**config.mk**
```make
export PLATFORM = sky130hd
export DESIGN_NAME = pool_result_reader_flat
export DESIGN_NICKNAME = d
export VERILOG_FILES = /design/src/rtl/pool_result_reader_if.sv /design/src/rtl/pool_result_reader.sv /design/src/flat_wrapper.sv
export SDC_FILE = /design/constraint.sdc
export NUM_CORES = 1
export LEC_CHECK = 0
export BUFFER_PORTS_ARGS = -buffer_cell sky130_fd_sc_hd__buf_2
export CORE_MARGIN = 3
export CORE_UTILIZATION = 45
export CTS_BUF_LIST = sky130_fd_sc_hd__clkbuf_8
export CTS_CLUSTER_DIAMETER = 200
export CTS_CLUSTER_SIZE = 30
export DETAILED_ROUTE_END_ITERATION = 8
export PLACE_DENSITY_LB_ADDON = 0.15
export SLEW_MARGIN = 20
export SYNTH_ARGS = -nofsm -noshare
export SYNTH_HDL_FRONTEND = slang
export SYNTH_SLANG_ARGS = --single-unit
```
**constraint.sdc**
```tcl
create_clock -name clk -period 2.6 [get_ports clk]
set_input_delay 0.26 -clock clk [delete_from_list [all_inputs] [get_ports clk]]
set_output_delay 0.26 -clock clk [all_outputs]
set_load 0.01 [all_outputs]
```
**src/rtl/pool_result_reader_if.sv**
```systemverilog
// Output stream from the pool result reader toward the next layer's ifmap loader.
// Show-ahead valid/ready: data and address travel together as one beat.
interface pool_result_reader_if #(
   parameter int DATA_WIDTH  = 8,
   parameter int PADDR_WIDTH = 10
);
   logic                   m_valid_o;
   logic                   m_ready_i;
   logic [DATA_WIDTH-1:0]  m_data_o;
   logic [PADDR_WIDTH-1:0] m_addr_o;

   modport master (
      output m_valid_o,
      output m_data_o,
      output m_addr_o,
      input  m_ready_i
   );

   modport slave (
      input  m_valid_o,
      input  m_data_o,
      input  m_addr_o,
      output m_ready_i
   );
endinterface

```
**src/rtl/pool_result_reader.sv**
```systemverilog
// Waits for every pool lane to report last, then streams the SA data / pool address
// BRAM pairs in lockstep through a small show-ahead FIFO.
module pool_result_reader #(
   parameter int DATA_WIDTH  = 8,
   parameter int PTR_WIDTH   = 14,
   parameter int PADDR_WIDTH = 10,
   parameter int POOL_NUM    = 16,
   parameter int FIFO_DEPTH  = 4
) (
   input  logic                   clk,
   input  logic                   rst_n,
   input  logic                   start_i,
   input  logic [PTR_WIDTH:0]     len_i,
   input  logic [POOL_NUM-1:0]    pool_last_i,
   output logic                   sa_data_rden_o,
   output logic                   pool_address_rden_o,
   output logic [PTR_WIDTH-1:0]   rdptr_o,
   input  logic [DATA_WIDTH-1:0]  sa_data_rdata_i,
   input  logic [PADDR_WIDTH-1:0] pool_address_rdata_i,
   pool_result_reader_if.master   m,
   output logic                   busy_o,
   output logic                   done_o
);

   localparam int AW = $clog2(FIFO_DEPTH);
   localparam logic [PTR_WIDTH:0] CNT_ONE  = 1;
   localparam logic [AW:0]        OCC_ONE  = 1;
   localparam logic [AW+1:0]      LOAD_MAX = (AW+2)'(FIFO_DEPTH);

   typedef enum logic [2:0] {IDLE, WAIT_POOL, READ, DRAIN, DONE} state_t;

   typedef struct packed {
      logic [DATA_WIDTH-1:0]  data;
      logic [PADDR_WIDTH-1:0] addr;
   } entry_t;

   state_t               state, state_nx;
   logic [POOL_NUM-1:0]  mask;
   logic [PTR_WIDTH:0]   len_q;
   logic [PTR_WIDTH:0]   issued;
   logic                 inflight;
   logic                 rden;
   entry_t               fifo [FIFO_DEPTH];
   logic [AW-1:0]        wr_ptr, rd_ptr;
   logic [AW:0]          occ;
   logic [AW+1:0]        load;
   logic                 push, pop;

   assign push = inflight;
   assign pop  = m.m_valid_o && m.m_ready_i;
   // Reads already in flight count against FIFO space so a capture never overflows.
   assign load = {1'b0, occ} + {{(AW+1){1'b0}}, inflight};

   always_comb begin
      state_nx = state;
      rden     = 1'b0;
      case (state)
         IDLE:      if (start_i) state_nx = WAIT_POOL;
         WAIT_POOL: begin
            if (len_q == '0)  state_nx = DRAIN;
            else if (&mask)   state_nx = READ;
         end
         READ: begin
            if (load < LOAD_MAX) begin
               rden = 1'b1;
               if (issued + CNT_ONE == len_q) state_nx = DRAIN;
            end
         end
         // Finish as soon as the FIFO will be empty after this cycle's pop.
         DRAIN:     if (!inflight && (occ == '0 || (occ == OCC_ONE && pop))) state_nx = DONE;
         DONE:      state_nx = IDLE;
         default:   state_nx = IDLE;
      endcase
   end

   always_ff @(posedge clk or negedge rst_n) begin
      if (!rst_n) state <= IDLE;
      else        state <= state_nx;
   end

   always_ff @(posedge clk or negedge rst_n) begin
      if (!rst_n) begin
         mask     <= '0;
         len_q    <= '0;
         issued   <= '0;
         inflight <= 1'b0;
      end else begin
         mask     <= (state == DONE) ? '0 : (mask | pool_last_i);
         inflight <= rden;
         if (state == IDLE && start_i) len_q <= len_i;
         if (state == DONE)            issued <= '0;
         else if (rden)                issued <= issued + CNT_ONE;
      end
   end

   always_ff @(posedge clk or negedge rst_n) begin
      if (!rst_n) begin
         for (int i = 0; i < FIFO_DEPTH; i++) fifo[i] <= '0;
         wr_ptr <= '0;
         rd_ptr <= '0;
         occ    <= '0;
      end else begin
         if (push) begin
            fifo[wr_ptr] <= '{data: sa_data_rdata_i, addr: pool_address_rdata_i};
            wr_ptr       <= wr_ptr + 1'b1;
         end
         if (pop) rd_ptr <= rd_ptr + 1'b1;
         case ({push, pop})
            2'b10:   occ <= occ + OCC_ONE;
            2'b01:   occ <= occ - OCC_ONE;
            default: occ <= occ;
         endcase
      end
   end

   assign sa_data_rden_o      = rden;
   assign pool_address_rden_o = rden;
   assign rdptr_o             = issued[PTR_WIDTH-1:0];
   assign m.m_valid_o         = (occ != '0);
   assign m.m_data_o          = fifo[rd_ptr].data;
   assign m.m_addr_o          = fifo[rd_ptr].addr;
   assign busy_o              = (state != IDLE);
   assign done_o              = (state == DONE);

endmodule

```
**src/flat_wrapper.sv**
```systemverilog
// flat-port wrapper written by rule: the top's interface ports become plain ports
module pool_result_reader_flat 
#(
   parameter int DATA_WIDTH  = 8,
   parameter int PTR_WIDTH   = 14,
   parameter int PADDR_WIDTH = 10,
   parameter int POOL_NUM    = 16,
   parameter int FIFO_DEPTH  = 4
)
  (clk, rst_n, start_i, len_i, pool_last_i, sa_data_rden_o, pool_address_rden_o, rdptr_o, sa_data_rdata_i, pool_address_rdata_i, busy_o, done_o, m_m_valid_o, m_m_data_o, m_m_addr_o, m_m_ready_i);
  pool_result_reader_if #(.DATA_WIDTH(DATA_WIDTH), .PADDR_WIDTH(PADDR_WIDTH)) m_i ();
  input  logic clk;
  input  logic rst_n;
  input  logic start_i;
  input  logic [PTR_WIDTH:0] len_i;
  input  logic [POOL_NUM-1:0] pool_last_i;
  output logic sa_data_rden_o;
  output logic pool_address_rden_o;
  output logic [PTR_WIDTH-1:0] rdptr_o;
  input  logic [DATA_WIDTH-1:0] sa_data_rdata_i;
  input  logic [PADDR_WIDTH-1:0] pool_address_rdata_i;
  output logic busy_o;
  output logic done_o;
  output wire logic [$bits(m_i.m_valid_o)-1:0] m_m_valid_o;
  output wire logic [$bits(m_i.m_data_o)-1:0] m_m_data_o;
  output wire logic [$bits(m_i.m_addr_o)-1:0] m_m_addr_o;
  input wire logic [$bits(m_i.m_ready_i)-1:0] m_m_ready_i;
  assign m_m_valid_o = m_i.m_valid_o;
  assign m_m_data_o = m_i.m_data_o;
  assign m_m_addr_o = m_i.m_addr_o;
  assign m_i.m_ready_i = m_m_ready_i;
  pool_result_reader #(.DATA_WIDTH(DATA_WIDTH), .PTR_WIDTH(PTR_WIDTH), .PADDR_WIDTH(PADDR_WIDTH), .POOL_NUM(POOL_NUM), .FIFO_DEPTH(FIFO_DEPTH)) u_core (.clk(clk), .rst_n(rst_n), .start_i(start_i), .len_i(len_i), .pool_last_i(pool_last_i), .sa_data_rden_o(sa_data_rden_o), .pool_address_rden_o(pool_address_rden_o), .rdptr_o(rdptr_o), .sa_data_rdata_i(sa_data_rdata_i), .pool_address_rdata_i(pool_address_rdata_i), .m(m_i), .busy_o(busy_o), .done_o(done_o));
endmodule
```
# Yosys cells after proc, flatten, opt, wreduce, memory -nomap -nowiden
# Cells that the tools add are included.
[totals]
reg_bits = 129
input_bits = 53
out_inout_bits = 37
word_cells = 77
[classes]
n_addsub = 6
order_cmp = 4
eq_ne = 13
n_mux = 19
bitwise_logic = 3
n_reduce_logical = 16
[ops]
columns = ["cell", "n"]
rows = [
  ["bitwise mux 72 bit", 1],
  ["two-way mux 18 bit", 3],
  ["binary-select mux 18 bit (select 2 bit)", 1],
  ["demux 18 bit (select 2 bit)", 1],
  ["two-way mux 15 bit", 2],
  ["two-way mux 3 bit", 6],
  ["two-way mux 16 bit", 1],
  ["bitwise OR 16 bit", 1],
  ["AND reduction 16 bit", 1],
  ["adder 15 x 1 -> 15 bit (second input constant)", 1],
  ["equality test 15 bit", 1],
  ["logical NOT 15 bit", 1],
  ["case mux 3 bit (4 select lines)", 1],
  ["equality test 3 x 1 -> 1 bit (second input constant)", 2],
  ["equality test 3 x 2 -> 1 bit (second input constant)", 2],
  [">= comparator 3 bit (second input constant)", 2],
  ["logical NOT 3 bit", 2],
  ["inequality test 2 x 1 -> 1 bit (second input constant)", 3],
  ["inverter 2 -> 3 bit", 2],
  ["case mux 3 bit (2 select lines)", 1],
  ["nonzero test 3 bit", 2],
  ["logical AND 1 bit", 5],
  ["AND reduction 5 bit", 1],
  ["adder 2 x 1 -> 2 bit (second input constant)", 2],
  ["14 further kinds", 16],
]

# Depth between registers and ports, before layout
# Gate-level depths: netlist of run 1.
[depth]
word_depth = 7
depth_mapped = 8
ltp_nobuf = 8

# Worst setup path after synthesis of run 1
# No wires, ideal clock.
[synth_timing]
path_kind = "register to register"
from = "reg u_core.issued[0]"
to = "reg u_core.state[0]"
setup_time_ns = 0.077
arrival_time_ns = 2.215
t_required_ns = 2.523
slack_ns = 0.307
stages_incl_launch_ff = 9
n_path_buf = 1
period_less_slack_ns = 2.293
path_cell_list = "dfrtp_1 > ha_1 > clkbuf_1 > nand2_1 > nor4_1 > xnor2_1 > nand4_1 > or4_1 > a21oi_1"
[synth_between]
elab_chain_len = 4
[synth_rtl]
columns = ["item", "line_no", "rtl"]
rows = [
  ["start, declared", "pool_result_reader.sv:40", "logic [PTR_WIDTH:0] issued;"],
  ["start signal, assigned", "pool_result_reader.sv:92", "else if (rden) issued <= issued + CNT_ONE;"],
  ["adder 15 x 1 -> 15 bit", "pool_result_reader.sv:66", "if (issued + CNT_ONE == len_q) state_nx = DRAIN;"],
  ["equality test 15 bit", "pool_result_reader.sv:66", ""],
  ["inequality test 2 x 1 -> 1 bit (no line)", "n/a", ""],
  ["AND reduction 5 bit (no line)", "n/a", ""],
  ["end signal, assigned", "pool_result_reader.sv:78", "else state <= state_nx;"],
  ["end, declared", "pool_result_reader.sv:37", "state_t state, state_nx;"],
]
# No other way between the ends.
# A chain may end at the register's enable or synchronous reset.

# Worst setup path in the final report of run 1
[layout_timing]
from = "reg u_core.issued[1]"
to = "reg u_core.state[0]"
# Same word-level chain as after synthesis.

==> results.tsv, run 1 <==
stage	metric	value	unit
status	status	complete, no violations	
yosys	avgSynthCellArea	12.6	sq um
clock_tree	cts_made_buffers	17	
route	wl_per_cell	16.6	um
setup_path	worstSetupEndpointType	register	
global_routing	grt_pass1_wl	21200	um
place	dpl.cell_count	737	
final_layout	final_core_util	0.537	
pwr	power_leakage	3.15	nW
floorplanning	start_util	0.462	
clock_tree	ctsHtreeMaxLevel	4	
setup_path	cp_max_fo	7	
sta	slew_viol_final	0	
route	dr_total_vias	4081	
sta	post-route-min-period	2.30	ns
yosys	yosysTopAreaCellShare	0.523	
setup_path	worstPathArrival	2.67	ns
clock_tree	clk_pin_slew	0.07	ns
floorplanning	fp-row-count	42	
sta	setup_viol	0	
yosys	synth_top_cell_by_area	dfrtp_1	
sta	fmax	435	MHz
setup_path	critPathKind	register to register	
setup_path	required	2.97	ns
yosys	synth-seq-cells	129	
pwr	ir_worst_vdd	571	uV
route	routed_wirelength	12700	um
min_path	hp-class	primary input to register	
place	globalplace.congestion	0.884	
route	ant_nets	0	
clock_tree	clk_path_buf_depth	2	
yosys	yosys_warnings	0	
pwr	p_per_area	1170	nW/um^2
yosys	synthArstFlopShare	1.00	
global_routing	grt_overflow	0	
sta	rsz0062_at_grt	false	
setup_path	start_kind	register	
final_layout	area_delta_synth_final	16.1	%
global_routing	antenna_found_initial	0	
floorplanning	io_pins	90	
route	drc	0	
clock_tree	clock-root-buffer	clkbuf_8	
global_routing	grt_max_degree	55	
yosys	synth_nets	552	
route	drtIter0Drc	286	
floorplanning	die_width	123	um
yosys	syn_area	6170	sq um
final_layout	antenna_cells	0	
yosys	yosysMostFrequentCell	dfrtp_1	
yosys	synth_cell_type_count	46	
sta	worst_pin_slew	0.878	ns
yosys	synth.area.top_cells	dfrtp_1, mux2_2, mux4_2, nor2_1, xnor2_1	
final_layout	fin_nets	644	
yosys	synth_common_cells	dfrtp_1, mux2_2, nor2_1, o21ai_0, nand2_1	
route	vias_per_cell	5.31	
sta	finalHoldViolations	0	
final_layout	stdcell_count	769	
floorplanning	die_height	123	um
sta	whs	0.0364	ns
run	cap_viol_max_count	0	
clock_tree	clock_latency	0.44	ns
yosys	synthesis.instances	489	
route	drt-pass1-iter-count	7	
sta	fin_skew	0.00525	ns
global_routing	track_usage	0.182	
global_routing	grt_pass1_vias	4192	
floorplanning	coreArea	13300	sq um
floorplanning	die_area	15200	sq um
clock_tree	cts_tree	yes	
clock_tree	cts.sinks	129	
place	detailed_place_hpwl	8870	um
yosys	yosysSeqAreaShare	0.523	
sta	finalSetupTns	0	ns
yosys	synth_edf_count	0	
sta	relSlewSlack	0.413	
final_layout	drive_above_1_share	0.417	
pwr	total_power	8.37	mW
place	io_buffers	89	
clock_tree	cts_setup_buffers	0	
sta	finalCritPeriodShare	0.884	
yosys	ys.flop_type	dfrtp_1	
==> critical path: stages (launching register included) <==
cell     delay, ns
dfrtp_1       0.45
ha_1          0.36
nand2_1       0.17
nor4_1        0.26
buf_4         0.17
xnor2_1       0.11
nand4_1       0.09
or4_1         0.48
a21oi_1       0.15
==> layer usage <==
layer	share of wire	routed length, um	global-route usage	vias to the layer above
met5	0	0	0	-
met4	0.018	228	0.0699	0
met3	0.046	582	0.0489	25
met2	0.50	6310	0.297	101
met1	0.44	5630	0.234	2035
li1	-	-	-	1920
==> logic make-up after synthesis <==
logic type | synth area share
mux | 0.228
flops | 0.523
compound gates | 0.0527
xor+xnor | 0.0369
buf+inv | 0.0406
fa+ha+maj | 0.0219
simple gates | 0.0969
==> cells in the final DEF (no fill, tap or decap), drive strengths merged, types with 11 or more instances in the layout <==
master and instances:
xor2 11, mux2 87, nand2 21, dfrtp 129, o21ai 26, mux4 18, inv 14, clkbuf 23
a21oi 14, xnor2 15, buf 107, nor2 51
==> path summary, 6_finish.rpt <==
path / start / endpoint / slack (ns) / depth (start not counted)
setup reg to reg: u_core.issued[1]$_DFFE_PN0P_ / u_core.state[0]$_DFFE_PN0P_ / 0.30 / 8
hold / removal: pool_last_i[13] / u_core.mask[13]$_DFF_PN0_ / 0.04 / 3
max in group asynchronous: rst_n / u_core.len_q[5]$_DFFE_PN0P_ / 1.40 / 3
hold reg to reg: u_core.rd_ptr[1]$_DFFE_PN0P_ / u_core.rd_ptr[1]$_DFFE_PN0P_ / 0.49 / 1
setup / recovery: u_core.issued[1]$_DFFE_PN0P_ / u_core.state[0]$_DFFE_PN0P_ / 0.30 / 8
min in group asynchronous: rst_n / u_core.fifo[65]$_DFFE_PN0P_ / 0.38 / 2
==> metrics by stage <==
stage                     area (sq um)  worst slack (ns)
after floorplan                   6170             0.307
after global placement            6770             0.382
after detailed placement          6770             0.320
after CTS                         7160             0.244
after global routing              7160             0.111
final                             7160             0.302
==> report_power, final <==
part / internal (mW) / switching (mW)
Combinational: 1.82 / 1.47
Clock: 0.887 / 0.738
Sequential: 2.85 / 0.606
Total: 5.56 / 2.81
==> state kept, by name, summed over array words and instances (netlist names) <==
register         cells
u_core.fifo         72
u_core.inflight      1
u_core.issued       15
u_core.len_q        15
u_core.mask         16
u_core.occ           3
u_core.rd_ptr        2
u_core.state         3
u_core.wr_ptr        2
==> area by class of cell <==
type                            count  area (sq um)
Clock inverter                      8          62.6
Inverter                           10          37.5
Fill cell                        1157          6190
Clock buffer                       23           317
Sequential cell                   129          3230
Tap cell                          176           220
Timing Repair Buffer              108           606
Multi-Input combinational cell    315          2690
==> timing repair <==
action	in CTS	in global routing
resized for setup	0	0
hold endpoints to repair	47	0
hold buffers	1	0
Power figures use the tool's default switching activity.
==> inputs of run 2 (changes only) <==
--- a/config.mk
+++ b/config.mk
@@ -5,7 +5,7 @@
 export SDC_FILE = /design/constraint.sdc
 export NUM_CORES = 1
 export LEC_CHECK = 0
-export BUFFER_PORTS_ARGS = -buffer_cell sky130_fd_sc_hd__buf_2
+export BUFFER_PORTS_ARGS = -buffer_cell sky130_fd_sc_hd__buf_4
 export CORE_MARGIN = 3
 export CORE_UTILIZATION = 45
 export CTS_BUF_LIST = sky130_fd_sc_hd__clkbuf_8
==> run 2 against run 1 <==
Critical path depth stayed put. First-iteration DRC count fell by 14%. Register-to-register slack got worse by 0.09 ns. Sequential power about the same. Count of clock-buffer cells in the layout fell by 1. Combinational power rose by 7.0%. Clock power about the same. Sequential share of layout area fell by 1.3 points. Clock skew rose by 0.0032 ns. Largest power group is now combinational logic. Utilization rose by 1.6 points. Non-clock buffer count is the same. Final area up 3.1%.
==> results.tsv, run 2 (same netlist as run 1, synthesis figures left out) <==
stage	metric	value	unit
clock_tree	clk_path_buf_depth	2	
run	cap_viol_max_count	0	
sta	relSlewSlack	0.366	
sta	rsz0062_at_grt	false	
clock_tree	clk_pin_slew	0.07	ns
route	vias_per_cell	5.31	
pwr	total_power	8.60	mW
setup_path	critPathKind	register to register	
min_path	hp-class	primary input to register	
floorplanning	io_pins	90	
clock_tree	cts_tree	yes	
sta	finalCritPeriodShare	0.917	
route	ant_nets	0	
route	wl_per_cell	16.9	um
route	drt-pass1-iter-count	4	
final_layout	design_area	7380	sq um
pwr	p_per_area	1160	nW/um^2
route	drc	0	
sta	finalHoldViolations	0	
setup_path	r2r_start	u_core.issued[1]$_DFFE_PN0P_	
setup_path	cp_max_fo	7	
pwr	swShare	0.332	
pwr	power_frac_clock	0.185	
floorplanning	die_area	15200	sq um
min_path	min_path_cells	3	
global_routing	grt_overflow	0	
setup_path	required	2.97	ns
clock_tree	cts_setup_buffers	0	
sta	finalSetupTns	0	ns
pwr	p_sw	2.85	mW
sta	fin_skew	0.00848	ns
floorplanning	fp-row-count	42	
floorplanning	start_util	0.462	
place	io_buffers	89	
status	status	complete, no violations	
min_path	min_from	pool_last_i[10]	
pwr	ir_worst_vdd	515	uV
global_routing	grt_max_degree	48	
clock_tree	cts_made_buffers	17	
pwr	combPwrFrac	0.409	
route	dr_total_vias	4079	
pwr	power_leakage	3.21	nW
global_routing	grt_pass1_wl	21400	um
final_layout	top_regs	u_core.fifo x72, u_core.mask x16	
route	routed_wirelength	13000	um
final_layout	antenna_cells	0	
clock_tree	ctsResizeCount	0	
setup_path	worstPathArrival	2.75	ns
floorplanning	die_height	123	um
pwr	p_int	5.75	mW
final_layout	mostFrequentLayoutCell	dfrtp_1	
clock_tree	cts.sinks	129	
final_layout	fin_nets	644	
place	place_area	7010	sq um
floorplanning	coreArea	13300	sq um
global_routing	antenna_found_initial	0	
final_layout	n_fill_cell	1127	
clock_tree	clock-root-buffer	clkbuf_8	
sta	whs	0.0407	ns
place	globalplace.congestion	0.909	
setup_path	worst-r2r-cell-count	8	
sta	fmax	419	MHz
setup_path	worstSetupEndpointType	register	
sta	worst_pin_slew	0.947	ns
final_layout	largest_reg_flops	72	
final_layout	drive_above_1_share	0.417	
global_routing	track_usage	0.184	
final_layout	area_delta_synth_final	19.7	%
place	detailed_place_hpwl	9130	um
setup_path	start_kind	register	
pwr	seq_power_share	0.406	
final_layout	mostFrequentLayoutCells	dfrtp_1, buf_4, mux2_2	
clock_tree	ctsHtreeMaxLevel	4	
route	drtIter0Drc	245	
sta	slew_viol_final	0	
sta	setup_viol	0	
clock_tree	clock_latency	0.44	ns
setup_path	startpoint	u_core.issued[1]$_DFFE_PN0P_	
floorplanning	die_width	123	um
final_layout	top_register	u_core.fifo	
sta	post-route-min-period	2.38	ns
global_routing	grt_pass1_vias	4071	
-- run 2: cell types whose count changed in the layout (fill, tap and decap cells not counted) --
cell / before / now
buf_12: 1 / 2
clkinv_2: 2 / 3
inv_1: 14 / 13
buf_2: 88 / 0
buf_4: 18 / 105
clkbuf_8: 23 / 22
-- run 2: layout make-up --
class | count | area [sq um] | area share
clock buffer | 22 | 303 | 0.0410
clock inverter | 8 | 63.8 | 0.00864
inverter | 10 | 37.5 | 0.00508
multi-input combinational | 315 | 2690 | 0.365
sequential | 129 | 3230 | 0.437
tap | 176 | 220 | 0.0298
timing repair buffer | 108 | 838 | 0.114
-- run 2: timing repair --
| action | CTS | global route |
|---|---|---|
| endpoints found under the hold margin | 28 | 0 |
| hold buffers | 1 | 0 |
| setup endpoints to repair | 0 | 0 |
-- run 2: power groups by stage --
stage / clock network, mW / registers, mW / logic [mW]
floorplan: 0 / 3.26 / 2.53
global placement: 0 / 3.47 / 3.48
detailed placement: 0 / 3.52 / 3.57
CTS: 1.64 / 3.48 / 3.58
global route: 1.73 / 3.59 / 3.85
finish: 1.59 / 3.49 / 3.52
-- run 2: routing by layer --
metal  GRT usage  up-vias  share of wire
met1       0.243     2047           0.45
li1            -     1927              -
met2       0.292       93           0.49
met3      0.0540       12          0.047
met4      0.0630        0          0.012
met5           0        -              0
-- run 2: critical path, stage by stage (launching register included) --
cell	delay [ns]
dfrtp_1	0.45
ha_1	0.36
nand2_1	0.16
nor4_1	0.27
buf_4	0.17
xnor2_1	0.11
nand4_1	0.12
or4_1	0.51
a21oi_1	0.15
-- run 2: path summary, 6_finish.rpt --
kind	to	slack [ns]
max	u_core.state[0]$_DFFE_PN0P_	0.22
min	u_core.mask[10]$_DFF_PN0_	0.04
max reg2reg	u_core.state[0]$_DFFE_PN0P_	0.22
min reg2reg	u_core.mask[7]$_DFF_PN0_	0.49
max in group asynchronous	u_core.issued[14]$_DFFE_PN0P_	1.60
min in group asynchronous	u_core.fifo[71]$_DFFE_PN0P_	0.30
-- run 2: through the flow --
| stage | setup WS, ns | instances | util |
|---|---|---|---|
| 4_1_cts | 0.228 | 768 | 0.553 |
| 3_5_place_dp | 0.307 | 737 | 0.525 |
| 2_1_floorplan | 0.307 | 489 | - |
| 3_3_place_gp | 0.375 | 737 | 0.525 |
| 6_report | 0.215 | 768 | 0.553 |
| 5_1_grt | 0.0211 | 768 | 0.553 |
==> inputs of run 3 (changes only) <==
--- a/config.mk
+++ b/config.mk
@@ -12,7 +12,7 @@
 export CTS_CLUSTER_DIAMETER = 200
 export CTS_CLUSTER_SIZE = 30
 export DETAILED_ROUTE_END_ITERATION = 8
-export PLACE_DENSITY_LB_ADDON = 0.15
+export PLACE_DENSITY = 0.65
 export SLEW_MARGIN = 20
 export SYNTH_ARGS = -nofsm -noshare
 export SYNTH_HDL_FRONTEND = slang
==> run 3 against run 2 <==
Worst hold slack improved by 0.0013 ns. Combinational power barely moved. Critical endpoint unchanged. Clock power up 4%. Largest power group unchanged. Critical path depth decreased by 2.
==> results.tsv, run 3 (same netlist as run 1, synthesis figures left out) <==
stage	metric	value	unit
setup_path	endpoint	u_core.state[0]$_DFFE_PN0P_	
final_layout	area_delta_synth_final	20.5	%
floorplanning	coreArea	13300	sq um
setup_path	start_kind	register	
floorplanning	fp-row-count	42	
final_layout	final_core_util	0.557	
route	drt-pass1-iter-count	4	
final_layout	mostFrequentLayoutCell	dfrtp_1	
route	drtIter0Drc	217	
clock_tree	cts.sinks	129	
setup_path	worstSetupEndpointType	register	
clock_tree	clk_path_buf_depth	2	
global_routing	grt_max_degree	50	
global_routing	grt_use_met1	0.225	
final_layout	fin_nets	647	
global_routing	track_usage	0.180	
sta	fmax	426	MHz
place	detailed_place_hpwl	9100	um
floorplanning	die_area	15200	sq um
clock_tree	ctsHtreeMaxLevel	4	
setup_path	critPathKind	register to register	
sta	worst_pin_slew	0.966	ns
final_layout	drive_above_1_share	0.416	
sta	slew_viol_final	0	
sta	relSlewSlack	0.354	
route	dr_total_vias	4079	
sta	finalSetupTns	0	ns
sta	fin_skew	0.00964	ns
run	cap_viol_max_count	0	
status	status	complete, no violations	
min_path	min_path_cells	3	
global_routing	antenna_found_initial	0	
place	io_buffers	89	
setup_path	worst-r2r-cell-count	6	
setup_path	r2r_start	u_core.issued[3]$_DFFE_PN0P_	
global_routing	grt_pass1_wl	20700	um
route	ant_nets	0	
sta	finalHoldViolations	0	
setup_path	timing.rr.end	u_core.state[0]$_DFFE_PN0P_	
clock_tree	clock-root-buffer	clkbuf_8	
floorplanning	die_width	123	um
floorplanning	die_height	123	um
pwr	ir_worst_vdd	493	uV
final_layout	antenna_cells	0	
final_layout	top_regs	u_core.fifo x72, u_core.mask x16	
min_path	hp-class	primary input to register	
sta	setup_viol	0	
route	vias_per_cell	5.28	
final_layout	largest_reg_flops	72	
clock_tree	ctsResizeCount	0	
clock_tree	clk_pin_slew	0.07	ns
final_layout	top_register	u_core.fifo	
setup_path	reg2reg_setup_slack	0.25	ns
route	routed_wirelength	12700	um
global_routing	use_met2	0.297	
route	drc	0	
global_routing	grt_overflow	0	
clock_tree	cts_made_buffers	17	
setup_path	cp_max_fo	12	
pwr	p_per_area	1160	nW/um^2
final_layout	mostFrequentLayoutCells	dfrtp_1, buf_4, mux2_2	
sta	finalCritPeriodShare	0.903	
global_routing	grt_use_met3	0.0476	
clock_tree	clock_latency	0.43	ns
pwr	power_leakage	3.23	nW
setup_path	worstPathArrival	2.71	ns
floorplanning	io_pins	90	
setup_path	required	2.96	ns
floorplanning	start_util	0.462	
setup_path	startpoint	u_core.issued[3]$_DFFE_PN0P_	
sta	rsz0062_at_grt	false	
clock_tree	cts_tree	yes	
sta	post-route-min-period	2.35	ns
global_routing	grt_pass1_vias	4089	
place	globalplace.congestion	0.868	
route	wl_per_cell	16.4	um
global_routing	top_usage_layer	met2	
## run 3: cell types whose count changed in the layout (fill, tap and decap cells not counted)
cell / before / now
clkinv_2: 3 / 1
clkinv_4: 0 / 2
clkinvlp_4: 1 / 3
dlygate4sd3_1: 1 / 4
bufinv_16: 1 / 2
clkbuf_8: 22 / 20
## run 3: per-layer routing
layer | share of wire | routed length [um]
met5 | 0 | 0
met4 | 0.019 | 244
met3 | 0.059 | 746
met2 | 0.49 | 6270
met1 | 0.43 | 5430
## run 3: cell type report
class / instances / area (sq um)
Sequential cell: 129 / 3230
Clock buffer: 20 / 275
Fill cell: 1163 / 5910
Multi-Input combinational cell: 315 / 2690
Clock inverter: 11 / 116
Tap cell: 176 / 220
Inverter: 10 / 37.5
Timing Repair Buffer: 111 / 868
## run 3: metrics by stage
| step | setup WS, ns | power [mW] | cell area, sq um | std cells | hold slack, ns |
|---|---|---|---|---|---|
| detailed placement | 0.278 | 7.08 | 7010 | 737 | 0.297 |
| CTS | 0.255 | 8.77 | 7440 | 772 | 0.000367 |
| floorplan | 0.307 | 5.79 | 6170 | 489 | -0.0356 |
| finish | 0.253 | 8.64 | 7440 | 772 | 0.0420 |
| global placement | 0.350 | 6.93 | 7010 | 737 | 0.292 |
| global route | 0.113 | 9.27 | 7440 | 772 | 0.00217 |
## run 3: worst min path at each step
| stage | startpoint | endpoint | slack [ns] |
|---|---|---|---|
| after global placement | rst_n | u_core.fifo[46]$_DFFE_PN0P_ | 0.29 |
| after floorplan | rst_n | u_core.fifo[0]$_DFFE_PN0P_ | -0.04 |
| after global routing | pool_last_i[1] | u_core.mask[1]$_DFF_PN0_ | 0.002 |
| after detailed placement | rst_n | u_core.fifo[46]$_DFFE_PN0P_ | 0.30 |
| after CTS | pool_last_i[15] | u_core.mask[15]$_DFF_PN0_ | 0.0004 |
| final | pool_last_i[15] | u_core.mask[15]$_DFF_PN0_ | 0.04 |
## run 3: critical path, stage by stage (launching register included)
cell     delay (ns)
dfrtp_1        0.54
nand4_4        0.26
nor4_1         0.56
xnor2_1        0.18
nand4_1        0.09
or4_1          0.48
a21oi_1        0.16
## run 3: repair_timing
item,in CTS,in global routing
endpoints found under the hold margin,44,0
buffers inserted,0,0
hold buffers,4,0
## run 3: where the power goes
part | total (mW) | switching, mW | internal (mW)
logic | 3.54 | 1.51 | 2.03
registers | 3.45 | 0.593 | 2.85
clock network | 1.66 | 0.747 | 0.913
total | 8.64 | 2.85 | 5.80
